==> config.mk <==
export PLATFORM = sky130hd
export DESIGN_NAME = node_launcher_flat
export DESIGN_NICKNAME = d
export VERILOG_FILES = /design/src/rtl/node_launcher_if.sv /design/src/rtl/node_launcher.sv /design/src/flat_wrapper.sv
export SDC_FILE = /design/constraint.sdc
export NUM_CORES = 1
export LEC_CHECK = 0
export BUFFER_PORTS_ARGS = -buffer_cell sky130_fd_sc_hd__buf_2
export CORE_MARGIN = 2
export CORE_UTILIZATION = 38
export DETAILED_ROUTE_END_ITERATION = 6
export PLACE_DENSITY_LB_ADDON = 0.2
export SLEW_MARGIN = 15
export SYNTH_ARGS = -nofsm -noshare
export SYNTH_HDL_FRONTEND = slang
export SYNTH_SLANG_ARGS = --single-unit
==> constraint.sdc <==
create_clock -name clk -period 1.81 [get_ports clk]
set_clock_uncertainty 0.1 [all_clocks]
set_input_delay 0.0905 -clock clk [delete_from_list [all_inputs] [get_ports clk]]
set_output_delay 0.0905 -clock clk [all_outputs]
set_load 0.02 [all_outputs]
==> src/rtl/node_launcher_if.sv <==
// AXI-lite bus bundle between a node launcher and the control block.
// Modports: master (launcher side), slave (control side).

`ifndef AXI_ADDR_WIDTH
`define AXI_ADDR_WIDTH 32
`endif
`ifndef AXI_DATA_WIDTH
`define AXI_DATA_WIDTH 32
`endif

interface if_axi_light;
    logic [`AXI_ADDR_WIDTH-1:0]   awaddr;
    logic [2:0]                   awprot;
    logic                         awvalid;
    logic                         awready;
    logic [`AXI_DATA_WIDTH-1:0]   wdata;
    logic [`AXI_DATA_WIDTH/8-1:0] wstrb;
    logic                         wvalid;
    logic                         wready;
    logic [1:0]                   bresp;
    logic                         bvalid;
    logic                         bready;
    logic [`AXI_ADDR_WIDTH-1:0]   araddr;
    logic [2:0]                   arprot;
    logic                         arvalid;
    logic                         arready;
    logic [`AXI_DATA_WIDTH-1:0]   rdata;
    logic [1:0]                   rresp;
    logic                         rvalid;
    logic                         rready;

    modport master (
        output awaddr, awprot, awvalid, input awready,
        output wdata, wstrb, wvalid, input wready,
        input bresp, bvalid, output bready,
        output araddr, arprot, arvalid, input arready,
        input rdata, rresp, rvalid, output rready
    );

    modport slave (
        input awaddr, awprot, awvalid, output awready,
        input wdata, wstrb, wvalid, output wready,
        output bresp, bvalid, input bready,
        input araddr, arprot, arvalid, output arready,
        output rdata, rresp, rvalid, input rready
    );
endinterface

==> src/rtl/node_launcher.sv <==
// Per-node boot sequencer: polls PROG for a program offset, runs the
// core until core_done, then writes 0 to PROG to free the node.
// Ports: clk, res (sync active-high), m_axi (AXI-lite master),
//   core_res (1 = core in reset), core_offset, core_done, err (sticky).
// Optional NODE_LAUNCHER_COUNT_EN: after each run reads COUNT and
//   reports it on run_cycles with a one-cycle run_valid pulse.

`ifndef AXI_ADDR_WIDTH
`define AXI_ADDR_WIDTH 32
`endif
`ifndef AXI_DATA_WIDTH
`define AXI_DATA_WIDTH 32
`endif
`ifndef NUM_NODES_PROCESSING_WIDTH
`define NUM_NODES_PROCESSING_WIDTH 4
`endif

module node_launcher #(
    parameter int NODE_ID       = 0,
    parameter int NODE_W        = `NUM_NODES_PROCESSING_WIDTH,
    parameter int NODE_LSB      = 2,
    parameter int POLL_INTERVAL = 64,
    parameter logic [`AXI_ADDR_WIDTH-1:0] CTRL_BASE =
        {1'b1, {(`AXI_ADDR_WIDTH-1){1'b0}}}
) (
    input  logic                       clk,
    input  logic                       res,
    if_axi_light.master                m_axi,
    output logic                       core_res,
    output logic [`AXI_DATA_WIDTH-1:0] core_offset,
    input  logic                       core_done,
    output logic                       err
`ifdef NODE_LAUNCHER_COUNT_EN
    ,
    output logic [31:0]                run_cycles,
    output logic                       run_valid
`endif
);

    localparam int AW = `AXI_ADDR_WIDTH;
    localparam int DW = `AXI_DATA_WIDTH;
    localparam int CW = $clog2(POLL_INTERVAL + 1);

    localparam logic [NODE_W-1:0] ID = NODE_ID[NODE_W-1:0];
    localparam logic [AW-1:0] ID_BITS = AW'(ID) << NODE_LSB;
    localparam logic [AW-1:0] PROG_ADDR =
        CTRL_BASE | (AW'(1) << 7) | ID_BITS;
`ifdef NODE_LAUNCHER_COUNT_EN
    localparam logic [AW-1:0] COUNT_ADDR =
        CTRL_BASE | (AW'(1) << 9) | ID_BITS;
`endif

    typedef enum logic [2:0] {
        POLL_WAIT,
        RD_PROG,
        RD_PROG_RESP,
        RUN,
        WR_FIN,
        WR_FIN_RESP,
        RD_CNT,
        RD_CNT_RESP
    } state_t;

    state_t        state;
    state_t        state_n;
    logic [CW-1:0] cnt;
    logic [CW-1:0] cnt_n;
    logic          aw_done;
    logic          aw_done_n;
    logic          w_done;
    logic          w_done_n;

    logic r_hs;
    logic r_ok;
    logic b_hs;
    logic b_ok;

    assign r_hs = m_axi.rvalid && m_axi.rready;
    assign r_ok = (m_axi.rresp == 2'b00);
    assign b_hs = m_axi.bvalid && m_axi.bready;
    assign b_ok = (m_axi.bresp == 2'b00);

    always_comb begin
        state_n   = state;
        cnt_n     = cnt;
        aw_done_n = aw_done;
        w_done_n  = w_done;
        case (state)
            POLL_WAIT: begin
                // Leaving when the count would hit 0 gives exactly
                // POLL_INTERVAL idle cycles before arvalid.
                if (cnt == CW'(1)) begin
                    cnt_n   = CW'(POLL_INTERVAL);
                    state_n = RD_PROG;
                end else begin
                    cnt_n = cnt - CW'(1);
                end
            end
            RD_PROG: begin
                if (m_axi.arready) state_n = RD_PROG_RESP;
            end
            RD_PROG_RESP: begin
                if (m_axi.rvalid) begin
                    if (r_ok && (m_axi.rdata != '0)) state_n = RUN;
                    else state_n = POLL_WAIT;
                end
            end
            RUN: begin
                if (core_done) state_n = WR_FIN;
            end
            WR_FIN: begin
                aw_done_n = aw_done || m_axi.awready;
                w_done_n  = w_done || m_axi.wready;
                if (aw_done_n && w_done_n) begin
                    aw_done_n = 1'b0;
                    w_done_n  = 1'b0;
                    state_n   = WR_FIN_RESP;
                end
            end
            WR_FIN_RESP: begin
                if (m_axi.bvalid) begin
`ifdef NODE_LAUNCHER_COUNT_EN
                    state_n = b_ok ? RD_CNT : WR_FIN;
`else
                    state_n = b_ok ? POLL_WAIT : WR_FIN;
`endif
                end
            end
`ifdef NODE_LAUNCHER_COUNT_EN
            RD_CNT: begin
                if (m_axi.arready) state_n = RD_CNT_RESP;
            end
            RD_CNT_RESP: begin
                if (m_axi.rvalid) state_n = POLL_WAIT;
            end
`endif
            default: state_n = POLL_WAIT;
        endcase
    end

    always_ff @(posedge clk) begin
        if (res) begin
            state       <= POLL_WAIT;
            cnt         <= CW'(POLL_INTERVAL);
            aw_done     <= 1'b0;
            w_done      <= 1'b0;
            core_offset <= '0;
            err         <= 1'b0;
        end else begin
            state   <= state_n;
            cnt     <= cnt_n;
            aw_done <= aw_done_n;
            w_done  <= w_done_n;
            if (state == RD_PROG_RESP && r_hs && r_ok
                && m_axi.rdata != '0) begin
                core_offset <= m_axi.rdata;
            end
            if ((r_hs && !r_ok) || (b_hs && !b_ok)) err <= 1'b1;
        end
    end

`ifdef NODE_LAUNCHER_COUNT_EN
    always_ff @(posedge clk) begin
        if (res) begin
            run_cycles <= '0;
            run_valid  <= 1'b0;
        end else begin
            run_valid <= 1'b0;
            if (state == RD_CNT_RESP && r_hs && r_ok) begin
                run_cycles <= 32'(m_axi.rdata);
                run_valid  <= 1'b1;
            end
        end
    end

    assign m_axi.arvalid = (state == RD_PROG) || (state == RD_CNT);
    assign m_axi.araddr  = (state == RD_CNT) ? COUNT_ADDR : PROG_ADDR;
    assign m_axi.rready  = (state == RD_PROG_RESP)
                        || (state == RD_CNT_RESP);
`else
    assign m_axi.arvalid = (state == RD_PROG);
    assign m_axi.araddr  = PROG_ADDR;
    assign m_axi.rready  = (state == RD_PROG_RESP);
`endif

    assign m_axi.arprot  = 3'b000;
    assign m_axi.awprot  = 3'b000;
    assign m_axi.awaddr  = PROG_ADDR;
    assign m_axi.awvalid = (state == WR_FIN) && !aw_done;
    assign m_axi.wvalid  = (state == WR_FIN) && !w_done;
    assign m_axi.wdata   = '0;
    assign m_axi.wstrb   = '1;
    assign m_axi.bready  = (state == WR_FIN_RESP);
    assign core_res      = (state != RUN);

    logic unused_dw;
    assign unused_dw = (DW == 0);

endmodule

==> src/flat_wrapper.sv <==
// flat-port wrapper written by rule: the top's interface ports become plain ports
module node_launcher_flat 
#(
    parameter int NODE_ID       = 0,
    parameter int NODE_W        = `NUM_NODES_PROCESSING_WIDTH,
    parameter int NODE_LSB      = 2,
    parameter int POLL_INTERVAL = 64,
    parameter logic [`AXI_ADDR_WIDTH-1:0] CTRL_BASE =
        {1'b1, {(`AXI_ADDR_WIDTH-1){1'b0}}}
)
  (clk, res, core_res, core_offset, core_done, err, m_axi_awaddr, m_axi_awprot, m_axi_awvalid, m_axi_awready, m_axi_wdata, m_axi_wstrb, m_axi_wvalid, m_axi_wready, m_axi_bresp, m_axi_bvalid, m_axi_bready, m_axi_araddr, m_axi_arprot, m_axi_arvalid, m_axi_arready, m_axi_rdata, m_axi_rresp, m_axi_rvalid, m_axi_rready);
  if_axi_light m_axi_i ();
  input  logic clk;
  input  logic res;
  output logic core_res;
  output logic [`AXI_DATA_WIDTH-1:0] core_offset;
  input  logic core_done;
  output logic err;
  output wire logic [$bits(m_axi_i.awaddr)-1:0] m_axi_awaddr;
  output wire logic [$bits(m_axi_i.awprot)-1:0] m_axi_awprot;
  output wire logic [$bits(m_axi_i.awvalid)-1:0] m_axi_awvalid;
  input wire logic [$bits(m_axi_i.awready)-1:0] m_axi_awready;
  output wire logic [$bits(m_axi_i.wdata)-1:0] m_axi_wdata;
  output wire logic [$bits(m_axi_i.wstrb)-1:0] m_axi_wstrb;
  output wire logic [$bits(m_axi_i.wvalid)-1:0] m_axi_wvalid;
  input wire logic [$bits(m_axi_i.wready)-1:0] m_axi_wready;
  input wire logic [$bits(m_axi_i.bresp)-1:0] m_axi_bresp;
  input wire logic [$bits(m_axi_i.bvalid)-1:0] m_axi_bvalid;
  output wire logic [$bits(m_axi_i.bready)-1:0] m_axi_bready;
  output wire logic [$bits(m_axi_i.araddr)-1:0] m_axi_araddr;
  output wire logic [$bits(m_axi_i.arprot)-1:0] m_axi_arprot;
  output wire logic [$bits(m_axi_i.arvalid)-1:0] m_axi_arvalid;
  input wire logic [$bits(m_axi_i.arready)-1:0] m_axi_arready;
  input wire logic [$bits(m_axi_i.rdata)-1:0] m_axi_rdata;
  input wire logic [$bits(m_axi_i.rresp)-1:0] m_axi_rresp;
  input wire logic [$bits(m_axi_i.rvalid)-1:0] m_axi_rvalid;
  output wire logic [$bits(m_axi_i.rready)-1:0] m_axi_rready;
  assign m_axi_awaddr = m_axi_i.awaddr;
  assign m_axi_awprot = m_axi_i.awprot;
  assign m_axi_awvalid = m_axi_i.awvalid;
  assign m_axi_i.awready = m_axi_awready;
  assign m_axi_wdata = m_axi_i.wdata;
  assign m_axi_wstrb = m_axi_i.wstrb;
  assign m_axi_wvalid = m_axi_i.wvalid;
  assign m_axi_i.wready = m_axi_wready;
  assign m_axi_i.bresp = m_axi_bresp;
  assign m_axi_i.bvalid = m_axi_bvalid;
  assign m_axi_bready = m_axi_i.bready;
  assign m_axi_araddr = m_axi_i.araddr;
  assign m_axi_arprot = m_axi_i.arprot;
  assign m_axi_arvalid = m_axi_i.arvalid;
  assign m_axi_i.arready = m_axi_arready;
  assign m_axi_i.rdata = m_axi_rdata;
  assign m_axi_i.rresp = m_axi_rresp;
  assign m_axi_i.rvalid = m_axi_rvalid;
  assign m_axi_rready = m_axi_i.rready;
  node_launcher #(.NODE_ID(NODE_ID), .NODE_W(NODE_W), .NODE_LSB(NODE_LSB), .POLL_INTERVAL(POLL_INTERVAL), .CTRL_BASE(CTRL_BASE)) u_core (.clk(clk), .res(res), .m_axi(m_axi_i), .core_res(core_res), .core_offset(core_offset), .core_done(core_done), .err(err));
endmodule
* After elaboration in Yosys (flattened, before gate mapping)
Index checks and enable logic that the tools add are counted.
** Word-level totals
- Output and inout bits :: 145
- Input port bits :: 44
- Logic and storage cells :: 55
- Flip-flop bits (word level) :: 45
** Operators by class
- $add $sub $neg :: 1
- Eq/ne operators :: 13
- Multiplexer cells :: 12
- Reductions and logical operators :: 23
** Operators by type and width (count)
- $reduce_bool 32->1 :: 1
- $mux 3 :: 7
- $pmux 3 s6 :: 1
- $logic_and 1x1->1 :: 11
- $eq 7x1->1 const B :: 1
- $mux 7 :: 1
- $sub 7x1->7 const B :: 1
- $eq 3x2->1 const B :: 2
- $eq 3x3->1 const B :: 2
- $ne 2x1->1 const B :: 3
- $ne 2x2->1 const B :: 3
- $reduce_and 6->1 :: 1
- $logic_not 1->1 :: 4
- $logic_not 2->1 :: 2
- $eq 3x1->1 const B :: 1
- $logic_not 3->1 :: 1
- $logic_or 1x1->1 :: 3
- $ne 3x2->1 const B :: 1
- $mux 1 :: 2
- $mux 2 :: 1

* Depth between registers and ports, before layout
- Depth after elaboration :: 5
- Mapped depth :: 7

* Worst setup path before layout
No wires, ideal clock.
- Path type :: reg2reg
- Start point :: reg u_core.state[2]
- End point :: reg u_core.core_offset[0]
- Clock period less this slack :: 1.810 ns
- Library setup time :: 0.128 ns
- Data arrival time :: 1.582 ns
- Required time :: 1.582 ns
- Slack :: 0.000 ns
- Cell stages (with the launch flop) :: 7
- Cells stage by stage :: dfxtp_1 buf_2 nor3b_2 o2111ai_2 buf_6 mux2i_1 nor2_1
** Between the ends
- Cells in the longest elaborated chain, start to end :: 5
** Ends and longest elaborated chain
- start: declaration :: line node_launcher.sv:64 : state_t state;
- start signal: assignment :: line node_launcher.sv:150 : state <= state_n;
- $eq 3x2->1 (*) :: line node_launcher.sv:183 : assign m_axi.rready = (state == RD_PROG_RESP);
- named net m_axi_rready :: line flat_wrapper.sv:37 : output wire logic [$bits(m_axi_i.rready)-1:0] m_axi_rready;
- $logic_and 1x1->1 :: line node_launcher.sv:78 : assign r_hs = m_axi.rvalid && m_axi.rready;
- $logic_and 1x1->1 (*) (2 in series) :: line node_launcher.sv:154 : if (state == RD_PROG_RESP && r_hs && r_ok
- $logic_and 1x1->1 (*) :: line node_launcher.sv:155 : && m_axi.rdata != '0) begin
- end signal: assignment :: line node_launcher.sv:156 : core_offset <= m_axi.rdata;
- end: declaration :: line node_launcher.sv:30 : output logic [`AXI_DATA_WIDTH-1:0] core_offset,
Mark *: on every way through the listed nets, which the timed path passes. The rest lies on a longest branch.
A chain may end at the register's enable or synchronous reset.

* Final worst setup path
- Start point :: reg u_core.cnt[1]
- End point :: reg u_core.state[2]
** Between the ends
- Cells in the longest elaborated chain, start to end :: 3
** Ends and longest elaborated chain
- start: declaration :: line node_launcher.sv:66 : logic [CW-1:0] cnt;
- start signal: assignment :: line node_launcher.sv:144 : cnt <= CW'(POLL_INTERVAL);
- start signal: assignment :: line node_launcher.sv:151 : cnt <= cnt_n;
- $eq 7x1->1 :: line node_launcher.sv:92 : if (cnt == CW'(1)) begin
- $ne 2x1->1 (no source line)
- $reduce_and 6->1 (no source line)
Every way passes these cells.

==> impl_summary.log <==
[metrics] outcome: finished with violations
[metrics] violations in the final reports: negative setup slack
[metrics] Leak: 0.00192 uW
[metrics] clock network fraction of design power: 23.4%
[metrics] Max FO, Critical Path: 4
[metrics] RSZ-0062 raised after global routing: yes
[metrics] portion of the post-synthesis area used by sequential elements: 32.7%
[metrics] worst hold path type: input pin to flip-flop
[metrics] Max Cap Violations: 0
[metrics] total number of yosys warnings: 0
[metrics] buffer type at the clock tree root: sky130_fd_sc_hd__clkbuf_8
[metrics] Synth Area in Adders: 0.910%
[metrics] critical path type: flip-flop to flip-flop
[metrics] internal reg-to-reg setup slack: -0.02 ns
[metrics] Synth Area in XOR/XNOR: 1.59%
[metrics] Longest Clk Path Bufs: 2
[metrics] final number of max-transition violations: 0
[metrics] final weighted congestion in routability-driven placement: 0.765
[metrics] Core ar.: 7140 sq um
[metrics] largest stage delay on the critical path: 0.47 ns
[metrics] Starting DRT DRC Count: 58
[metrics] slowest CP cell: sky130_fd_sc_hd__or4b_4
[metrics] mean post-synth cell area: 8.96 sq um
[metrics] Mapped Area: 2750 sq um
[metrics] internal power: 1690 uW
[metrics] Arrival @ worst endpoint: 1.95 ns
[metrics] crit path cell chain: inv_2 -> ha_4 -> or4b_4 -> nor4_4 -> o211ai_2 -> or3_1 -> o31ai_1
[metrics] hold violation count in the final report: 0
[metrics] setup slack after layout: -0.0238 ns
[metrics] clock tree from TritonCTS: built
[metrics] number of buffers inserted by port buffering: 82
[metrics] highest clock frequency the design can meet: 545 MHz
[metrics] Vert. Die Dim: 89.1 um
[metrics] number of antenna violations at the first check in global routing: 0
[metrics] launching point of the worst reg2reg path: u_core.cnt[1]$_SDFFE_PP0N_
[metrics] Final period util: 101%
[metrics] Final Critical Period: 1.83 ns
[metrics] first drt pass iteration count: 4
[metrics] number of nets with antenna violations after detailed routing: 0
[metrics] sum of net half-perimeters after detailed placement: 4230 um
[metrics] Initial Util: 38.6%
[metrics] actual transition at the worst max-transition pin: 0.553 ns
[metrics] I/O pin count: 189
[metrics] count of buffering cells on the critical path with inverters included: 1
[metrics] clock slew at reported path FFs: 0.09 ns
[metrics] number of clock sinks seen by CTS: 45
[metrics] # H-tree levels: 2
[metrics] routed wire length: 5820 um
[metrics] main area contributors after synthesis: sky130_fd_sc_hd__dfxtp_1 33%, sky130_fd_sc_hd__buf_4 29%, sky130_fd_sc_hd__mux2i_1 12%
[metrics] category of the worst setup path launch point: flip-flop
[metrics] combinational family with the most area after synthesis: buffers and inverters
[metrics] Crit. End Element: flip-flop
[metrics] Reg2Reg Capture Point: u_core.state[2]$_SDFFE_PP0P_
[metrics] required time worst endpoint: 1.92 ns
[metrics] relative max-transition margin: 62.9%
[metrics] Comb pwr share: 32.5%
[metrics] power density over cell area: 762 nW/um^2
[metrics] first-pass GRT wire length: 8710 um
[metrics] number of cell rows: 31
[metrics] final count of negative-setup-slack endpoints: 1
[metrics] hold worst-path end: u_core.err$_SDFFE_PP0P_
[metrics] hold path startpoint: m_axi_rvalid
[metrics] Worst VDD drop: 0.000359 V
[metrics] gr usage total: 14.0%
[metrics] remaining routing DRC violations: 0
[metrics] Remaining Overflow, GRT: 0
[metrics] Routed WL per cell: 10.9 um
[metrics] clock latency on the worst-skew pair: 0.30 ns
[metrics] layout overhead on the synthesized area: 23.7%
[metrics] largest net degree at the start of global routing: 25
[metrics] layout cells sized above 1: 27.6%
[metrics] Die X: 89.1 um
[metrics] compound-cell area share of the yosys netlist: 5.28%
[metrics] cell depth of the worst flop-to-flop path: 7
[metrics] TritonCTS Buffers: 5
[metrics] via count of the first global-routing pass: 1953
[metrics] Die Outline Area: 7940 sq um
[metrics] net total in the final layout: 481
[metrics] part of the total power dissipated in sequential elements: 44.1%
[metrics] antenna fix cells: 0
[metrics] Synth area leader: sky130_fd_sc_hd__dfxtp_1
[metrics] Sw Ratio: 34.7%
[metrics] count of distinct cell types in the synthesized netlist: 40
[metrics] worst hold path depth: 3
[metrics] total number of vias: 2173
[metrics] gate family responsible for the most delay along the worst path: simple AND/OR/NAND/NOR gates
[metrics] multiplexer share of the synthesized area: 12.4%
[metrics] number of standard cells after synthesis: 307
[metrics] share of Yosys cell area claimed by the top area cell type: 32.7%
[metrics] pre-CTS WS: -0.166 ns
[metrics] synthesized-area fraction occupied by and/or/nand/nor cells: 15.1%
[metrics] via density per instance: 4.07
[metrics] net load switching power: 899 uW
[metrics] total negative slack: -0.0238 ns
[metrics] number of synthesized register bits: 45
## worst reg2reg max path, stage by stage (launching register included)
cell                       delay [ns]
sky130_fd_sc_hd__dfxtp_2         0.33
sky130_fd_sc_hd__inv_2           0.06
sky130_fd_sc_hd__ha_4            0.11
sky130_fd_sc_hd__or4b_4          0.47
sky130_fd_sc_hd__nor4_4          0.16
sky130_fd_sc_hd__o211ai_2        0.13
sky130_fd_sc_hd__or3_1           0.33
sky130_fd_sc_hd__o31ai_1         0.07
## flip-flops by register name, indices dropped and copies added, names as in the netlist
register            flops
u_core.aw_done          1
u_core.state            3
u_core.w_done           1
u_core.err              1
u_core.cnt              7
u_core.core_offset     32
## logic make-up (layout without fill, tap and decap cells)
| group | count (synthesis) | after routing |
|---|---|---|
| XOR/XNOR | 5 | 5 |
| multiplexers | 34 | 34 |
| adder cells (fa/ha/maj) | 2 | 2 |
| AND/OR/NAND/NOR | 82 | 82 |
| AO/OA/AOI/OAI | 18 | 18 |
| other | 2 | 106 |
| buffers and inverters | 119 | 143 |
| flip-flops | 45 | 45 |
## per-stage QoR
step / area (sq um) / util, % / power [uW] / hold WS (ns) / cells
global placement: 2980 / 41.7 / 1920 / 0.239 / 494
CTS: 3390 / 47.5 / 2600 / 0.00968 / 534
finish: 3400 / 47.7 / 2590 / 0.0171 / 534
global route: 3400 / 47.7 / 2760 / 0.0390 / 534
floorplan: 3140 / - / 1860 / 0.134 / 411
detailed placement: 2980 / 41.7 / 1930 / 0.246 / 494
## final cells by class
type                            instances  area, sq um
Clock buffer                            6         72.6
Clock inverter                          1         8.76
Fill cell                             707         3730
Inverter                                3         11.3
Multi-Input combinational cell        247         1390
Sequential cell                        45          905
Tap cell                               99          124
Timing Repair Buffer                  133          888
## power by group through the flow
stage | clock network (uW) | registers [uW] | logic (uW)
3_3_place_gp | 0 | 1160 | 767
4_1_cts | 635 | 1130 | 833
6_report | 607 | 1140 | 842
3_5_place_dp | 0 | 1150 | 777
2_1_floorplan | 0 | 1150 | 703
5_1_grt | 668 | 1160 | 933
## synthesized netlist by cell type
cell / instances
sky130_fd_sc_hd__buf_4: 106
sky130_fd_sc_hd__nor2_1: 50
sky130_fd_sc_hd__dfxtp_1: 45
sky130_fd_sc_hd__mux2i_1: 33
sky130_fd_sc_hd__nor4_1: 9
sky130_fd_sc_hd__a21oi_1: 7
sky130_fd_sc_hd__clkbuf_1: 4
sky130_fd_sc_hd__nor3_1: 4
sky130_fd_sc_hd__buf_2: 3
sky130_fd_sc_hd__buf_6: 3
sky130_fd_sc_hd__or3_1: 3
sky130_fd_sc_hd__xor2_1: 3
sky130_fd_sc_hd__a211o_1: 2
sky130_fd_sc_hd__conb_1: 2
sky130_fd_sc_hd__ha_1: 2
sky130_fd_sc_hd__inv_1: 2
sky130_fd_sc_hd__nand2_1: 2
sky130_fd_sc_hd__nand3_1: 2
sky130_fd_sc_hd__nand3b_1: 2
sky130_fd_sc_hd__nand4_1: 2
sky130_fd_sc_hd__xnor2_1: 2
sky130_fd_sc_hd__a211oi_1: 1
sky130_fd_sc_hd__a21o_1: 1
sky130_fd_sc_hd__clkinv_1: 1
sky130_fd_sc_hd__mux2_2: 1
sky130_fd_sc_hd__nand2b_1: 1
sky130_fd_sc_hd__nor2b_1: 1
sky130_fd_sc_hd__nor3b_1: 1
sky130_fd_sc_hd__nor3b_2: 1
sky130_fd_sc_hd__nor4_2: 1
sky130_fd_sc_hd__nor4_4: 1
sky130_fd_sc_hd__o2111ai_2: 1
sky130_fd_sc_hd__o211ai_1: 1
sky130_fd_sc_hd__o211ai_2: 1
sky130_fd_sc_hd__o21ai_4: 1
sky130_fd_sc_hd__o31a_1: 1
sky130_fd_sc_hd__o31ai_1: 1
sky130_fd_sc_hd__o32a_1: 1
sky130_fd_sc_hd__or3b_2: 1
sky130_fd_sc_hd__or4b_4: 1
## worst max path at each step
| stage | depth (start not counted) | slack (ns) | start | to |
|---|---|---|---|---|
| 6_report | 7 | -0.02 | u_core.cnt[1]$_SDFFE_PP0N_ | u_core.state[2]$_SDFFE_PP0P_ |
| 3_3_place_gp | 8 | -0.04 | m_axi_rdata[26] | u_core.core_offset[26]$_SDFFE_PP0P_ |
| 4_1_cts | 7 | -0.04 | u_core.cnt[1]$_SDFFE_PP0N_ | u_core.state[2]$_SDFFE_PP0P_ |
| 5_1_grt | 7 | -0.13 | u_core.cnt[1]$_SDFFE_PP0N_ | u_core.state[2]$_SDFFE_PP0P_ |
| 3_5_place_dp | 7 | -0.17 | m_axi_rdata[11] | u_core.core_offset[11]$_SDFFE_PP0P_ |
| 2_1_floorplan | 6 | 0.0002 | u_core.state[2]$_SDFFE_PP0P_ | u_core.core_offset[0]$_SDFFE_PP0P_ |
## cells in the final DEF, fill, tap and decap left out, drive strengths merged
cell type	netlist	layout
a211o	2	2
a211oi	1	1
a21o	1	1
a21oi	7	7
buf	112	100
clkbuf	4	6
clkinv	1	2
conb	2	106
dfxtp	45	45
dlygate4sd3	0	33
ha	2	2
inv	2	2
mux2	1	1
mux2i	33	33
nand2	2	2
nand2b	1	1
nand3	2	2
nand3b	2	2
nand4	2	2
nor2	50	50
nor2b	1	1
nor3	4	4
nor3b	2	2
nor4	11	11
o2111ai	1	1
o211ai	2	2
o21ai	1	1
o31a	1	1
o31ai	1	1
o32a	1	1
or3	3	3
or3b	1	1
or4b	1	1
xnor2	2	2
xor2	3	3
## metal layers
layer / wire, um / global-route usage [%]
met5: 0 / 0
met4: 39 / 2.85
met3: 558 / 5.08
met2: 2950 / 24.2
met1: 2270 / 16.7
## what timing repair did
item	CTS	global route
endpoints found under the setup margin	4	5
hold endpoints to repair	33	0
hold buffers	33	0
resized for setup	2	4
buffers inserted	0	0
pin swaps	0	3
Power figures use the tool's default switching activity.
